--- config.mk ---
export PLATFORM = sky130hd
export DESIGN_NAME = nios_setup_led_ctrl_flat
export DESIGN_NICKNAME = d
export VERILOG_FILES = /design/src/rtl/nios_setup_led_pkg.sv /design/src/rtl/nios_setup_led_ctrl_if.sv /design/src/rtl/nios_setup_led_tick.sv /design/src/rtl/nios_setup_led_ctrl.sv /design/src/flat_wrapper.sv
export SDC_FILE = /design/constraint.sdc
export NUM_CORES = 1
export LEC_CHECK = 0
export CAP_MARGIN = 15
export CORE_AREA = 2 2 99 101
export DETAILED_ROUTE_END_ITERATION = 10
export DIE_AREA = 0 0 101 103
export GPL_TIMING_DRIVEN = 0
export RECOVER_POWER = 100
export SETUP_SLACK_MARGIN = 0.1
export SLEW_MARGIN = 20
export SYNTH_ARGS = -nofsm -noshare
export SYNTH_HDL_FRONTEND = slang
export SYNTH_SLANG_ARGS = --single-unit
--- constraint.sdc ---
create_clock -name clk -period 2.9 [get_ports clk]
set_input_delay 0.58 -clock clk [delete_from_list [all_inputs] [get_ports clk]]
set_output_delay 0.58 -clock clk [all_outputs]
set_load 0.02 [all_outputs]
--- src/rtl/nios_setup_led_pkg.sv ---
// Shared constants for the Nios LED/output port controller: register map and mode encoding.
package nios_setup_led_pkg;

  localparam logic [2:0] ADDR_DATA     = 3'd0;
  localparam logic [2:0] ADDR_SET      = 3'd1;
  localparam logic [2:0] ADDR_CLR      = 3'd2;
  localparam logic [2:0] ADDR_TOGGLE   = 3'd3;
  localparam logic [2:0] ADDR_MODE     = 3'd4;
  localparam logic [2:0] ADDR_PRESCALE = 3'd5;
  localparam logic [2:0] ADDR_STATUS   = 3'd6;

  localparam logic MODE_STATIC = 1'b0;
  localparam logic MODE_BLINK  = 1'b1;

endpackage

--- src/rtl/nios_setup_led_ctrl_if.sv ---
// Avalon-MM slave bus bundle for the LED controller (zero wait states, read latency 0).
interface nios_setup_led_ctrl_if;

  logic [2:0]  address;
  logic        chipselect;
  logic        write_n;
  logic [31:0] writedata;
  logic [31:0] readdata;

  modport master (output address, chipselect, write_n, writedata, input readdata);
  modport slave  (input address, chipselect, write_n, writedata, output readdata);

endinterface

--- src/rtl/nios_setup_led_tick.sv ---
// Blink timebase: reloadable down-counter that toggles phase each time it expires.
module nios_setup_led_tick #(
  parameter int               PRE_W     = 24,
  parameter logic [PRE_W-1:0] PRE_RESET = PRE_W'(2499999)
) (
  input  logic             clk,
  input  logic             reset_n,
  input  logic             load,
  input  logic [PRE_W-1:0] load_val,
  output logic             phase,
  output logic             tick
);

  logic [PRE_W-1:0] r_cnt;
  logic             r_phase;

  assign tick  = (r_cnt == '0);
  assign phase = r_phase;

  // A load beats an expiring count: the counter restarts and phase is forced high.
  always_ff @(posedge clk or negedge reset_n) begin
    if (!reset_n) begin
      r_cnt   <= PRE_RESET;
      r_phase <= 1'b1;
    end else if (load) begin
      r_cnt   <= load_val;
      r_phase <= 1'b1;
    end else if (tick) begin
      r_cnt   <= load_val;
      r_phase <= ~r_phase;
    end else begin
      r_cnt   <= r_cnt - 1'b1;
    end
  end

endmodule

--- src/rtl/nios_setup_led_ctrl.sv ---
// Avalon-MM output port with atomic set/clear/toggle and per-bit hardware blink.
module nios_setup_led_ctrl
  import nios_setup_led_pkg::*;
#(
  parameter int               WIDTH      = 3,
  parameter int               PRE_W      = 24,
  parameter logic [WIDTH-1:0] DATA_RESET = '0,
  parameter logic [PRE_W-1:0] PRE_RESET  = PRE_W'(2499999)
) (
  input  logic                   clk,
  input  logic                   reset_n,
  nios_setup_led_ctrl_if.slave   bus,
  output logic [WIDTH-1:0]       out_port
);

  logic [WIDTH-1:0] r_data;
  logic [WIDTH-1:0] r_mode;
  logic [PRE_W-1:0] r_prescale;

  logic             w_wr;
  logic             w_pre_wr;
  logic [WIDTH-1:0] w_wd;
  logic [PRE_W-1:0] w_load_val;
  logic             w_phase;
  logic             w_tick;
  logic [31:0]      w_readdata;
  logic             w_unused;

  assign w_wr     = bus.chipselect && !bus.write_n;
  assign w_pre_wr = w_wr && (bus.address == ADDR_PRESCALE);
  assign w_wd     = bus.writedata[WIDTH-1:0];
  // The tick block reloads from this value both on a bus write and on expiry.
  assign w_load_val = w_pre_wr ? bus.writedata[PRE_W-1:0] : r_prescale;
  assign w_unused   = &{1'b0, bus.writedata, w_tick};

  nios_setup_led_tick #(
    .PRE_W     (PRE_W),
    .PRE_RESET (PRE_RESET)
  ) u_tick (
    .clk      (clk),
    .reset_n  (reset_n),
    .load     (w_pre_wr),
    .load_val (w_load_val),
    .phase    (w_phase),
    .tick     (w_tick)
  );

  always_ff @(posedge clk or negedge reset_n) begin
    if (!reset_n) begin
      r_data     <= DATA_RESET;
      r_mode     <= '0;
      r_prescale <= PRE_RESET;
    end else if (w_wr) begin
      case (bus.address)
        ADDR_DATA:     r_data     <= w_wd;
        ADDR_SET:      r_data     <= r_data | w_wd;
        ADDR_CLR:      r_data     <= r_data & ~w_wd;
        ADDR_TOGGLE:   r_data     <= r_data ^ w_wd;
        ADDR_MODE:     r_mode     <= w_wd;
        ADDR_PRESCALE: r_prescale <= bus.writedata[PRE_W-1:0];
        default: ;
      endcase
    end
  end

  always_comb begin
    w_readdata = '0;
    case (bus.address)
      ADDR_DATA:     w_readdata[WIDTH-1:0] = r_data;
      ADDR_MODE:     w_readdata[WIDTH-1:0] = r_mode;
      ADDR_PRESCALE: w_readdata[PRE_W-1:0] = r_prescale;
      ADDR_STATUS:   w_readdata[0]         = w_phase;
      default: ;
    endcase
  end

  assign bus.readdata = w_readdata;

  // Blinking bits follow phase; static bits pass data straight through.
  assign out_port = r_data & (~r_mode | {WIDTH{w_phase}});

endmodule

--- src/flat_wrapper.sv ---
// flat-port wrapper written by rule: the top's interface ports become plain ports
module nios_setup_led_ctrl_flat import nios_setup_led_pkg::*;
#(
  parameter int               WIDTH      = 3,
  parameter int               PRE_W      = 24,
  parameter logic [WIDTH-1:0] DATA_RESET = '0,
  parameter logic [PRE_W-1:0] PRE_RESET  = PRE_W'(2499999)
)
  (clk, reset_n, out_port, bus_address, bus_chipselect, bus_write_n, bus_writedata, bus_readdata);
  nios_setup_led_ctrl_if bus_i ();
  input  logic clk;
  input  logic reset_n;
  output logic [WIDTH-1:0] out_port;
  input wire logic [$bits(bus_i.address)-1:0] bus_address;
  input wire logic [$bits(bus_i.chipselect)-1:0] bus_chipselect;
  input wire logic [$bits(bus_i.write_n)-1:0] bus_write_n;
  input wire logic [$bits(bus_i.writedata)-1:0] bus_writedata;
  output wire logic [$bits(bus_i.readdata)-1:0] bus_readdata;
  assign bus_i.address = bus_address;
  assign bus_i.chipselect = bus_chipselect;
  assign bus_i.write_n = bus_write_n;
  assign bus_i.writedata = bus_writedata;
  assign bus_readdata = bus_i.readdata;
  nios_setup_led_ctrl #(.WIDTH(WIDTH), .PRE_W(PRE_W), .DATA_RESET(DATA_RESET), .PRE_RESET(PRE_RESET)) u_core (.clk(clk), .reset_n(reset_n), .bus(bus_i), .out_port(out_port));
endmodule
==> results of run 1 <==
## cells by family (layout without fill, tap and decap cells)
family / after synthesis / after routing / synth area share, %
other cells: 1 / 8 / 0.118
compound gates: 24 / 24 / 4.12
xor+xnor: 22 / 22 / 6.04
buf+inv: 35 / 100 / 6.32
fa+ha+maj: 8 / 8 / 3.14
mux: 52 / 52 / 20.6
simple gates: 89 / 89 / 15.5
flops: 55 / 55 / 44.2
## flip-flops by register name (all words and copies together), names as in the netlist
signal and count:
u_core.r_data 3, u_core.r_mode 3, u_core.r_prescale 24, u_core.u_tick.phase 1, u_core.u_tick.r_cnt 24
## through the flow
step	instance area, µm²	setup TNS (ns)	util, %	hold WS [ns]
after floorplan	3210	0	-	0.284
after global placement	3930	-26.97	41.5	0.483
after detailed placement	3930	-11.60	41.5	0.489
after CTS	4000	0	42.3	0.342
after global routing	3940	0	41.7	0.514
final	3940	0	41.7	0.502
## worst max-delay path by stage
stage	to	slack, ns	start
after detailed placement	bus_readdata[22]	-0.52	bus_address[1]
after CTS	bus_readdata[1]	0.12	bus_address[0]
after global routing	u_core.u_tick.r_cnt[19]$_DFF_PN0_	0.05	bus_chipselect
final	bus_readdata[23]	0.14	bus_address[1]
after floorplan	u_core.u_tick.r_cnt[11]$_DFF_PN0_	0.61	u_core.u_tick.r_cnt[11]$_DFF_PN0_
after global placement	bus_readdata[22]	-0.54	bus_address[1]
## final cells by class
class                      instances  area [µm²]
timing repair buffer              57         532
fill                             968        5520
clock inverter                     1        5.00
buffer                            22         163
tap                              114         143
inverter                          13        48.8
multi-input combinational        203        1570
clock buffer                       7        76.3
sequential                        55        1410
## layout by cell type, fill, tap and decap left out, types with 7 or more instances in the layout
| cell | n |
|---|---|
| o21ai_0 | 11 |
| nand2_1 | 16 |
| clkbuf_1 | 8 |
| conb_1 | 8 |
| mux2_4 | 8 |
| and2_1 | 18 |
| xnor2_1 | 11 |
| dfstp_2 | 25 |
| clkdlybuf4s50_1 | 29 |
| ha_1 | 8 |
| a21oi_1 | 7 |
| dlygate4sd2_1 | 22 |
| mux2_1 | 31 |
| buf_4 | 9 |
| xor2_1 | 11 |
| nor2_1 | 16 |
| mux2_2 | 9 |
| dfrtp_1 | 30 |
| inv_1 | 13 |
## layer usage
metal,GRT usage [%],wire [µm],part of all wire (%),up-vias
met5,0,0,0,-
met4,3.12,63,1.0,0
met3,2.92,283,4.6,7
met2,21.2,2970,48,48
met1,15.8,2820,46,1027
li1,-,-,-,1096
## worst max-delay path, delay by kind of cell
family                 cells  cell delay [ns]
AND/OR/NAND/NOR            2             0.31
buffers and inverters      3             1.29
## timing repair
| action | CTS | global route |
|---|---|---|
| setup buffers | 0 | 0 |
| resized for setup | 33 | 8 |
| endpoints found under the setup margin | 24 | 12 |
## where the power goes
group / switching (mW) / internal [mW]
sequential: 0.203 / 1.11
combinational: 0.379 / 0.455
clock: 0.245 / 0.170
total: 0.828 / 1.74
==> impl_metrics.toml, run 1 <==
[critical_path]
crit_top_cell = "clkdlybuf4s50_1"
cp-start-kind = "input port"
reg2reg_from = "u_core.u_tick.r_cnt[11]$_DFF_PN0_"
required_ns = 2.32
slowest_stage = "clkdlybuf4s50_1"
cp_max_fo = 10
timing.rr.end = "u_core.u_tick.r_cnt[6]$_DFF_PN0_"
cp.arrival_ns = 2.18
cp_cell_sequence = "clkdlybuf4s50_1 -> clkbuf_2 -> nor2_4 -> and2_1 -> clkdlybuf4s50_1"
worstSetupPathType = "in -> out"
endpoint_kind = "primary output"
r2r_slack_ns = 0.24
reg2regPathDepth = 8
cp_slowest_stage_delay_ns = 0.61

[sta]
clock_skew_ns = 0.00604
drv_slew = 0
rsz0062_at_grt = "no"
worst_pin_slew_ns = 1.36
fmaxAchievable_mhz = 363
period_share_pct = 95.1
max_slew_margin_pct = 9.59
timing.final.ws_setup_ns = 0.143
hold_viol = 0
period_needed_ns = 2.76
setup_viol = 0

[hold_path]
hold_class = "reg -> reg"
hp-start = "u_core.r_prescale[2]$_DFFE_PN1P_"
whs_endpoint = "u_core.r_prescale[2]$_DFFE_PN1P_"
hold_depth = 2

[synth]
yosys.area.top_type = "dfrtp_1"
seq_area_frac_synth_pct = 44.2
synthCells = 286
netlist_area_um2 = 3190
synth_edf_count = 0
synth_top_area_share_pct = 23.5
ys_ff_latch = 55
ys_async_sr_fraction_pct = 100
synth_area_leaders = "dfrtp_1 24%, dfstp_2 21%, mux2_2 9.9%"
yosys-top-cells-count = "30 x dfrtp_1, 28 x mux2_2, 25 x dfstp_2"
synth_warnings = 0
synth.most_common_cell = "dfrtp_1"
ys.flop_type = "dfrtp_1"
synthDistinctLibCells = 40
syn_area_per_cell_um2 = 11.1

[floorplan]
start_util_pct = 33.7
die_h_um = 103
fp.dieW_um = 101
rows = 36
dieArea_um2 = 10400
io_pins = 74
coreArea_um2 = 9460

[run]
maxCapViolCount = 0

[finish]
fin_cells = 472
diodes = 0
drive_gt1_share_pct = 19.0
nets = 404
synthToLayoutAreaGrowth_pct = 23.7

[power]
power.total_mw = 2.57
power_per_cell_area_nw_per_um2 = 652
peakVddDrop_v = 0.000235
p_leak_nw = 1.81

[drt]
vias_per_cell = 4.61
wire_per_inst_um = 13.0
post-route-drc-count = 0
drt_iter0_markers = 25
postRouteWirelength_um = 6140
vias = 2178
dr.pass1.iters = 4
ant_nets = 0

[cts]
cts-root-buf = "clkbuf_8"
postCtsHoldBufs = 0
clock_path_buffers = 2
clkTransAtPathRegs_ns = 0.09
cts_tree = "yes"
cts_buffers = 5
cts-htree-levels = 2
cts.sinks = 55
insertion_delay_ns = 0.31

[placed_design]
dp.cells = 464
gp_congestion = 0.771
hpwl_um = 4540
place_ws_ns = -0.521
port_buffers = 57

[global_route]
grt_max_degree = 56
grtUsageTotal_pct = 12.3
grt_pass1_vias = 2129
grt_overflow = 0
antenna_found_initial = 0
grt_pass1_wl_um = 10100

[status]
run_status = "finished, final reports clean"
(Power assumes the default switching activity.)
==> run 2, diff against run 1 <==
Settings changed: SYNTH_HIERARCHICAL set to 1.
==> run 2 against run 1 <==
Total power shrank 2.0%. Clock skew is 0.0036 ns higher. Global-route usage increased by 1.2 points. Critical endpoint is now bus_readdata[14].
==> impl_metrics.toml, run 2 <==
[finish]
drive_gt1_share_pct = 21.0
nets = 412
register_area_um2 = 1410
multi_input_area_um2 = 1560
fillers = 978
diodes = 0
synthToLayoutAreaGrowth_pct = 23.3
top_regs = "u_core/r_prescale: 24 flops, u_core/u_tick/r_cnt: 24 flops"
final_cell_mix = "30 x nor2_1, 30 x dfrtp_1, 25 x dfstp_2"
finish.utilization_pct = 41.3
fin_cells = 480

[status]
run_status = "finished, final reports clean"

[cts]
cts-htree-levels = 2
cts_buffers = 5
postCtsHoldBufs = 0
clkTransAtPathRegs_ns = 0.10
clock_path_buffers = 2
cts.sinks = 55
cts_tree = "yes"
insertion_delay_ns = 0.31
cts-root-buf = "clkbuf_8"

[sta]
period_needed_ns = 2.74
clock_skew_ns = 0.00968
rsz0062_at_grt = "no"
timing.final.ws_setup_ns = 0.160
period_share_pct = 94.5
fmaxAchievable_mhz = 365
max_slew_margin_pct = 11.0
drv_slew = 0
hold_viol = 0
setup_viol = 0
whs_ns = 0.0362
worst_pin_slew_ns = 1.33

[critical_path]
cp_max_fo = 10
cp_slowest_stage_delay_ns = 0.59
cp_cell_sequence = "clkbuf_1 -> buf_6 -> and3b_2 -> clkbuf_4 -> and2_1 -> clkdlybuf4s50_1"
endpoint_kind = "primary output"
cp.arrival_ns = 2.16
path_delay_family = "buffers and inverters"
required_ns = 2.32
critPathBufInv = 4
slowest_stage = "clkdlybuf4s50_1"
cp-start-kind = "input port"
worstSetupPathType = "in -> out"

[floorplan]
io_pins = 74
start_util_pct = 33.5
rows = 36
dieArea_um2 = 10400
die_h_um = 103
coreArea_um2 = 9460
fp.dieW_um = 101

[drt]
post-route-drc-count = 0
drt_iter0_markers = 70
vias_per_cell = 4.71
dr.pass1.iters = 4
ant_nets = 0
vias = 2263
wire_per_inst_um = 14.0
postRouteWirelength_um = 6720

[hold_path]
hold_class = "in -> async"

[global_route]
top_usage_layer = "met2"
grt_pass1_vias = 2300
globalRouteMet1Util_pct = 16.9
grt_overflow = 0
grtUsageMet2_pct = 23.7
grtUsageTotal_pct = 13.5
antenna_found_initial = 0
grt_pass1_wl_um = 11100
grt_max_degree = 55
use_met3_pct = 3.12

[power]
peakVddDrop_v = 0.000231
p_leak_nw = 1.64
power.total_mw = 2.52
power_per_cell_area_nw_per_um2 = 644

[placed_design]
place_ws_ns = -0.475
gp_congestion = 0.814
port_buffers = 55
hpwl_um = 4980
dp.cells = 472

[synth]
synth_warnings = 6
seq_area_frac_synth_pct = 44.4
netlist_area_um2 = 3170
synthDistinctLibCells = 51
ys_ff_latch = 55
synthCells = 295
synth_top_area_share_pct = 23.7
syn_area_per_cell_um2 = 10.7
yosys-top-cells-count = "30 x dfrtp_1, 30 x mux2_2, 30 x nor2_1"
yosys.area.top_type = "dfrtp_1"
ys_async_sr_fraction_pct = 100
ys.flop_type = "dfrtp_1"
synth_edf_count = 0
synth_area_leaders = "dfrtp_1 24%, dfstp_2 21%, mux2_2 11%"

[run]
maxCapViolCount = 0
[run 2: power by group]
part           leakage [nW]  switching (mW)  internal, mW
clock                0.0618           0.258         0.284
combinational         0.953           0.359         0.361
sequential            0.625           0.191          1.06
[run 2: per-stage QoR]
step / setup TNS (ns) / area (µm²)
2_1_floorplan: 0 / 3190
3_3_place_gp: -26.33 / 3890
3_5_place_dp: -9.34 / 3910
4_1_cts: 0 / 4030
5_1_grt: 0 / 3910
6_report: 0 / 3910
[run 2: cells by family after synthesis]
family / Yosys count / synth area share [%]
xor+xnor: 18 / 4.98
flops: 55 / 44.4
compound gates: 36 / 6.87
simple gates: 99 / 19.3
other cells: 1 / 0.118
fa+ha+maj: 8 / 3.16
mux: 38 / 14.4
buf+inv: 40 / 6.71
[run 2: final cells by class]
class,instances,share of cell area [%]
plain buffers,23,3.91
repair buffers,56,11.7
clock inverters,2,0.993
inverters,17,1.63
flip-flops and latches,55,36.0
well taps,114,3.65
multi-input cells,207,40.0
clock buffers,6,2.11
[run 2: path summary, 6_finish.rpt]
check	endpoint	start	slack [ns]	cells past startpoint
min in group clk	u_core/u_tick/r_cnt[18]$_DFF_PN1_	u_core/u_tick/r_cnt[18]$_DFF_PN1_	0.52	2
max in group asynchronous	u_core/u_tick/r_cnt[11]$_DFF_PN0_	reset_n	1.38	2
worst max register to register	u_core/u_tick/r_cnt[14]$_DFF_PN0_	u_core/u_tick/r_cnt[12]$_DFF_PN0_	0.66	6
worst min register to register	u_core/u_tick/r_cnt[18]$_DFF_PN1_	u_core/u_tick/r_cnt[18]$_DFF_PN1_	0.52	2
worst min-delay path	u_core/r_data[2]$_DFFE_PN0P_	reset_n	0.04	1
worst max-delay path	bus_readdata[14]	bus_address[0]	0.16	6
[run 2: timing repair]
item,4_1_cts,5_1_grt
buffers inserted,0,0
setup endpoints to repair,24,15
gates resized for setup,10,16
hold endpoints to repair,0,0
[run 2: metal layers]
metal,vias to the layer above,part of all wire (%)
met3,5,4.0
met5,-,0
met2,42,48
li1,1131,-
met1,1085,47
met4,0,1.0
